<file path="config.mk">
export PLATFORM = sky130hd
export DESIGN_NAME = exp_f32_preclamp
export DESIGN_NICKNAME = d
export VERILOG_FILES = /design/src/rtl/exp_f32_preclamp_pkg.sv /design/src/rtl/exp_f32_preclamp_lane.sv /design/src/rtl/exp_f32_preclamp.sv
export SDC_FILE = /design/constraint.sdc
export NUM_CORES = 1
export LEC_CHECK = 0
export CAP_MARGIN = 5
export CORE_UTILIZATION = 30
export DETAILED_ROUTE_END_ITERATION = 8
export DONT_BUFFER_PORTS = 1
export PLACE_DENSITY = 0.56
export SYNTH_ARGS = -nofsm -noshare
export SYNTH_HDL_FRONTEND = slang
export SYNTH_SLANG_ARGS = --single-unit
export TNS_END_PERCENT = 10
</file>
<file path="constraint.sdc">
create_clock -name clk -period 5.6 [get_ports clk]
set_clock_uncertainty 0.15 [all_clocks]
set_input_delay 0.84 -clock clk [delete_from_list [all_inputs] [get_ports clk]]
set_output_delay 0.84 -clock clk [all_outputs]
set_load 0.01 [all_outputs]
</file>
<file path="src/rtl/exp_f32_preclamp_pkg.sv">
// Shared types and constants for the fp32 exp() argument pre-clamp stage.
package exp_f32_preclamp_pkg;

  typedef enum logic [1:0] {
    CLS_NORMAL = 2'd0,
    CLS_OVF    = 2'd1,
    CLS_UDF    = 2'd2,
    CLS_NAN    = 2'd3
  } cls_t;

  localparam logic [7:0]  FP32_EXP_MAX  = 8'hFF;
  localparam logic [31:0] FP32_POS_ZERO = 32'h0000_0000;
  localparam logic [31:0] DEF_HI_LIMIT  = 32'h42B1_7218;  // +88.7228
  localparam logic [31:0] DEF_LO_LIMIT  = 32'hC2CF_F1B5;  // -103.9721

endpackage

</file>
<file path="src/rtl/exp_f32_preclamp_lane.sv">
// Single-lane classify/clamp of an fp32 exp() argument; purely combinational.
module exp_f32_preclamp_lane
  import exp_f32_preclamp_pkg::*;
#(
  parameter logic [31:0] HI_LIMIT = DEF_HI_LIMIT,
  parameter logic [31:0] LO_LIMIT = DEF_LO_LIMIT
) (
  input  logic [31:0] arg,
  output logic [31:0] result,
  output cls_t        cls
);

  logic        sign;
  logic [7:0]  expo;
  logic [22:0] mant;
  logic [30:0] mag;

  assign sign = arg[31];
  assign expo = arg[30:23];
  assign mant = arg[22:0];
  assign mag  = arg[30:0];

  // Sign-magnitude compares only; infinities fall into the limit checks.
  always_comb begin
    result = arg;
    cls    = CLS_NORMAL;
    if (expo == FP32_EXP_MAX && mant != '0) begin
      cls = CLS_NAN;
    end else if (expo == '0) begin
      result = FP32_POS_ZERO;
    end else if (!sign && mag > HI_LIMIT[30:0]) begin
      cls    = CLS_OVF;
      result = HI_LIMIT;
    end else if (sign && mag > LO_LIMIT[30:0]) begin
      cls    = CLS_UDF;
      result = LO_LIMIT;
    end
  end

endmodule

</file>
<file path="src/rtl/exp_f32_preclamp.sv">
// Per-lane exp() argument clamp behind a 2-entry AXI4-Stream register slice.
// Optional saturating class statistics: define EXP_F32_PRECLAMP_STATS_EN.
module exp_f32_preclamp
  import exp_f32_preclamp_pkg::*;
#(
  parameter int unsigned LANES     = 4,
  parameter logic [31:0] HI_LIMIT  = DEF_HI_LIMIT,
  parameter logic [31:0] LO_LIMIT  = DEF_LO_LIMIT,
  parameter int unsigned STAT_BITS = 32
) (
  input  logic                   clk,
  input  logic                   reset,
  input  logic [32*LANES-1:0]    s_data,
  input  logic                   s_valid,
  output logic                   s_ready,
  output logic [32*LANES-1:0]    m_data,
  output logic [2*LANES-1:0]     m_class,
  output logic                   m_valid,
  input  logic                   m_ready,
  input  logic                   stat_clear,
  output logic [STAT_BITS-1:0]   stat_ovf_count,
  output logic [STAT_BITS-1:0]   stat_udf_count,
  output logic [STAT_BITS-1:0]   stat_nan_count
);

  logic [32*LANES-1:0] clamped;
  logic [2*LANES-1:0]  cls_vec;

  for (genvar g = 0; g < LANES; g++) begin : g_lane
    cls_t cls;
    exp_f32_preclamp_lane #(
      .HI_LIMIT(HI_LIMIT),
      .LO_LIMIT(LO_LIMIT)
    ) u_lane (
      .arg    (s_data[32*g +: 32]),
      .result (clamped[32*g +: 32]),
      .cls    (cls)
    );
    assign cls_vec[2*g +: 2] = cls;
  end

  logic                skid_valid;
  logic [32*LANES-1:0] skid_data;
  logic [2*LANES-1:0]  skid_class;
  logic                accept;
  logic                drain;
  logic                skid_load;
  logic                skid_valid_next;

  always_comb begin
    accept          = s_valid && s_ready;
    drain           = !m_valid || m_ready;
    skid_load       = accept && !drain;
    skid_valid_next = skid_valid;
    if (skid_load) begin
      skid_valid_next = 1'b1;
    end else if (drain) begin
      skid_valid_next = 1'b0;
    end
  end

  // s_ready is registered off the next skid state so it never depends on m_ready.
  always_ff @(posedge clk) begin
    if (reset) begin
      m_valid    <= 1'b0;
      m_data     <= '0;
      m_class    <= '0;
      skid_valid <= 1'b0;
      skid_data  <= '0;
      skid_class <= '0;
      s_ready    <= 1'b0;
    end else begin
      skid_valid <= skid_valid_next;
      s_ready    <= !skid_valid_next;
      if (drain) begin
        if (skid_valid) begin
          m_data  <= skid_data;
          m_class <= skid_class;
          m_valid <= 1'b1;
        end else if (accept) begin
          m_data  <= clamped;
          m_class <= cls_vec;
          m_valid <= 1'b1;
        end else begin
          m_valid <= 1'b0;
        end
      end
      if (skid_load) begin
        skid_data  <= clamped;
        skid_class <= cls_vec;
      end
    end
  end

`ifdef EXP_F32_PRECLAMP_STATS_EN
  localparam int unsigned POP_BITS = $clog2(LANES + 1);

  logic [POP_BITS-1:0] ovf_pop;
  logic [POP_BITS-1:0] udf_pop;
  logic [POP_BITS-1:0] nan_pop;

  always_comb begin
    ovf_pop = '0;
    udf_pop = '0;
    nan_pop = '0;
    for (int unsigned i = 0; i < LANES; i++) begin
      case (cls_t'(cls_vec[2*i +: 2]))
        CLS_OVF: ovf_pop = ovf_pop + POP_BITS'(1);
        CLS_UDF: udf_pop = udf_pop + POP_BITS'(1);
        CLS_NAN: nan_pop = nan_pop + POP_BITS'(1);
        default: ;
      endcase
    end
  end

  function automatic logic [STAT_BITS-1:0] sat_add(input logic [STAT_BITS-1:0] cnt,
                                                   input logic [POP_BITS-1:0]  inc);
    logic [STAT_BITS:0] sum;
    sum = {1'b0, cnt} + (STAT_BITS+1)'(inc);
    return sum[STAT_BITS] ? '1 : sum[STAT_BITS-1:0];
  endfunction

  // Clear takes priority over a same-cycle accept; that beat is not counted.
  always_ff @(posedge clk) begin
    if (reset || stat_clear) begin
      stat_ovf_count <= '0;
      stat_udf_count <= '0;
      stat_nan_count <= '0;
    end else if (accept) begin
      stat_ovf_count <= sat_add(stat_ovf_count, ovf_pop);
      stat_udf_count <= sat_add(stat_udf_count, udf_pop);
      stat_nan_count <= sat_add(stat_nan_count, nan_pop);
    end
  end
`else
  logic stat_clear_unused;
  assign stat_clear_unused = stat_clear;
  assign stat_ovf_count    = '0;
  assign stat_udf_count    = '0;
  assign stat_nan_count    = '0;
`endif

endmodule

</file>
==> metrics.md <==
| Metric | Value |
|---|---|
| Status | finished clean |
| Clk slew on worst S/H paths | 0.06 ns |
| WHS Endpoint | m_data[7] |
| P_leak | 5.00 nW |
| Pin count of the biggest net entering global routing | 225 |
| Post-CTS Setup Repair Bufs | 0 |
| Syn-to-layout area delta | 8.68% |
| Final core utilization | 0.331 |
| WP buf/inv | 0 |
| Crit Path Max Fanout | 12 |
| Via Count | 12200 |
| Arrival time worst endpoint | 3.78 ns |
| Fin crit share | 0.629 |
| Initial antenna violation count | 0 |
| R2R Path Start | skid_valid |
| Pre-antenna DRT Iters | 5 |
| Crit Reg-Reg Endpoint | m_data[79] |
| IO Count | 367 |
| FMAX | 0.284 GHz |
| Unique masters post-synth | 75 |
| Final Hold Violating Endpoints | 0 |
| Slowest stage delay, CP | 0.71 ns |
| Async set-or-reset flop fraction in the synthesized netlist | 0 |
| Post-DR vias/cell | 5.50 |
| Ant. Diodes | 0 |
| Clk Latency, worst-skew pair | 0.53 ns |
| Critical-path cell list | or4_1 > nor4_1 > a41oi_1 > a211oi_2 > nor4_2 > a221oi_1 > nor3_1 |
| Least-Margin Pin Slew | 1.25 ns |
| Cell Rows | 77 |
| Power density over the cells | 321 mW/mm2 |
| CTS tree | built |
| Hold buffers post-CTS | 0 |
| CP top delay family | compound AO/OA/AOI/OAI gates |
| Ratio of cells with drive above 1 in the final layout | 0.0652 |
| Ys Warns | 0 |
| Setup Crit Path Kind | input pin to register |
| Nets | 1738 |
| CTS resizes | 0 |
| Antenna Nets Post-Route | 0 |
| Final HPWL DP | 30.1 mm |
| Core area | 0.0443 mm2 |
| Fin Setup TNS | 0 ns |
| DR WL/cell | 20.3 um |
| Worst EP required | 5.86 ns |
| GP Congestion | 0.874 |
| Worst hold-check path type | input pin to register |
| WL met1 | 19.2 mm |
| Final count of negative-setup-slack endpoints | 0 |
| Vias in the first global route | 11500 |
| Total power draw | 4.71 mW |
| # clock sinks | 275 |
| DR DRC count | 0 |
| Critical path launch point type | input pin |
| Global-route wire length before repair | 69.2 mm |
| Grt ovf | 0 |
| Hold wc startpoint | reset |
| PortBufs | 0 |
| Max cap viols | 0 |
| Unrepaired setup endpoints after global routing | false |
| Ys flop type | dfxtp_1 |
| CP max stage cell | a211oi_2 |
| Met2 wire length | 19.7 mm |
| Reg2reg setup slack | 2.30 ns |
| DR top layer | met4 |
| Root Driver | clkbuf_16 |
| Post-Syn Instances | 1675 |
| Avg Inst Size Synth | 8.06 um2 |
| Post-Syn Area | 0.0135 mm2 |
| Yosys reg bits | 275 |
| DIE AREA | 0.0458 mm2 |
| Clock Path Buffers | 3 |
| Sequential fraction of the synthesis area | 0.408 |
| Routed wl met3 | 4.54 mm |
| EDFF count, synth | 0 |
| CP Capture Type | register |
| Routed wire length | 45.0 mm |
| Max rail drop VDD | 0.241 mV |
| Die X | 214 um |
| Starting Density | 0.305 |
| Slew margin rel. | 0.166 |
| CTS buffer count | 34 |
| Slew Viols, Final | 0 |
| Final min period | 3.52 ns |
| Initial DRC Count | 1015 |
| Hold Crit Depth | 1 |
| Total GRT Usage | 0.190 |
| Worst Reg-to-Reg Cells | 5 |
| Die Y | 214 um |
| # H-tree levels | 2 |
## synth_stat cells, drive strengths merged (28+ instances only)
cell,n,area (um2)
dfxtp,275,5510
nor2,210,788
nand2,146,548
a21oi,139,707
o21ai,129,649
buf,111,802
clkbuf,104,390
a211oi,79,603
nor3,64,325
o211ai,30,225
or3,30,188
nand3,28,145
## final cells by class
cell class	count	area [um2]
multi-input combinational	1265	7150
clock inverter	10	106
inverter	15	56.3
clock buffer	47	991
fill	4711	29600
tap	592	741
sequential	275	5510
timing repair buffer	14	118
## flip-flops by register name, summed over array words and instances, names as in the netlist
register	count
s_ready	1
m_class	8
m_data	128
skid_class	8
skid_valid	1
m_valid	1
skid_data	128
## layout by cell type, fill, tap and decap left out, types with 24 or more instances in the layout
| cell | instances |
|---|---|
| nand2_1 | 146 |
| clkbuf_16 | 35 |
| dfxtp_1 | 274 |
| o21ai_0 | 127 |
| or3_1 | 30 |
| nor2_1 | 206 |
| a21oi_1 | 138 |
| o31a_1 | 24 |
| nand3_1 | 26 |
| a211oi_1 | 77 |
| conb_1 | 96 |
| o211ai_1 | 30 |
| nor3_1 | 63 |
## worst max-delay path by stage
stage / slack (ns) / cells past startpoint / endpoint / startpoint
CTS: 2.18 / 7 / m_data[11] / s_data[26]
global placement: 1.65 / 7 / m_data[43] / s_data[51]
finish: 2.08 / 7 / m_data[61] / s_data[51]
detailed placement: 1.62 / 7 / m_data[33] / s_data[51]
floorplan: 2.34 / 8 / skid_data[119] / s_data[125]
global route: 1.92 / 7 / m_data[58] / s_data[51]
## metal layers
metal  global-route usage  up-vias
met2                0.287      484
met5                    0        -
met4               0.0733        0
li1                     -     5815
met1                0.242     5825
met3               0.0740       74
## where the power goes
group / leakage (nW) / internal, mW / total [mW] / switching (mW)
Sequential: 2.24 / 2.04 / 2.15 / 0.106
Clock: 0.544 / 1.32 / 2.17 / 0.849
Combinational: 2.21 / 0.139 / 0.392 / 0.253
## cells by family after synthesis
logic type | count (synthesis) | share of synthesized area
buf+inv | 230 | 0.0925
flops | 275 | 0.408
mux | 9 | 0.00667
simple gates | 605 | 0.216
compound gates | 555 | 0.276
other cells | 1 | 0.000278
## metrics by stage
| step | instances | area (um2) | worst slack [ns] | hold slack, ns |
|---|---|---|---|---|
| after global placement | 2161 | 13600 | 1.65 | 0.278 |
| after global routing | 2218 | 14700 | 1.92 | 0.199 |
| after floorplan | 1770 | 13900 | 2.34 | 0.268 |
| after detailed placement | 2161 | 13600 | 1.62 | 0.285 |
| final | 2218 | 14700 | 2.08 | 0.228 |
| after CTS | 2218 | 14700 | 2.18 | 0.204 |
Power figures use the tool's default switching activity.
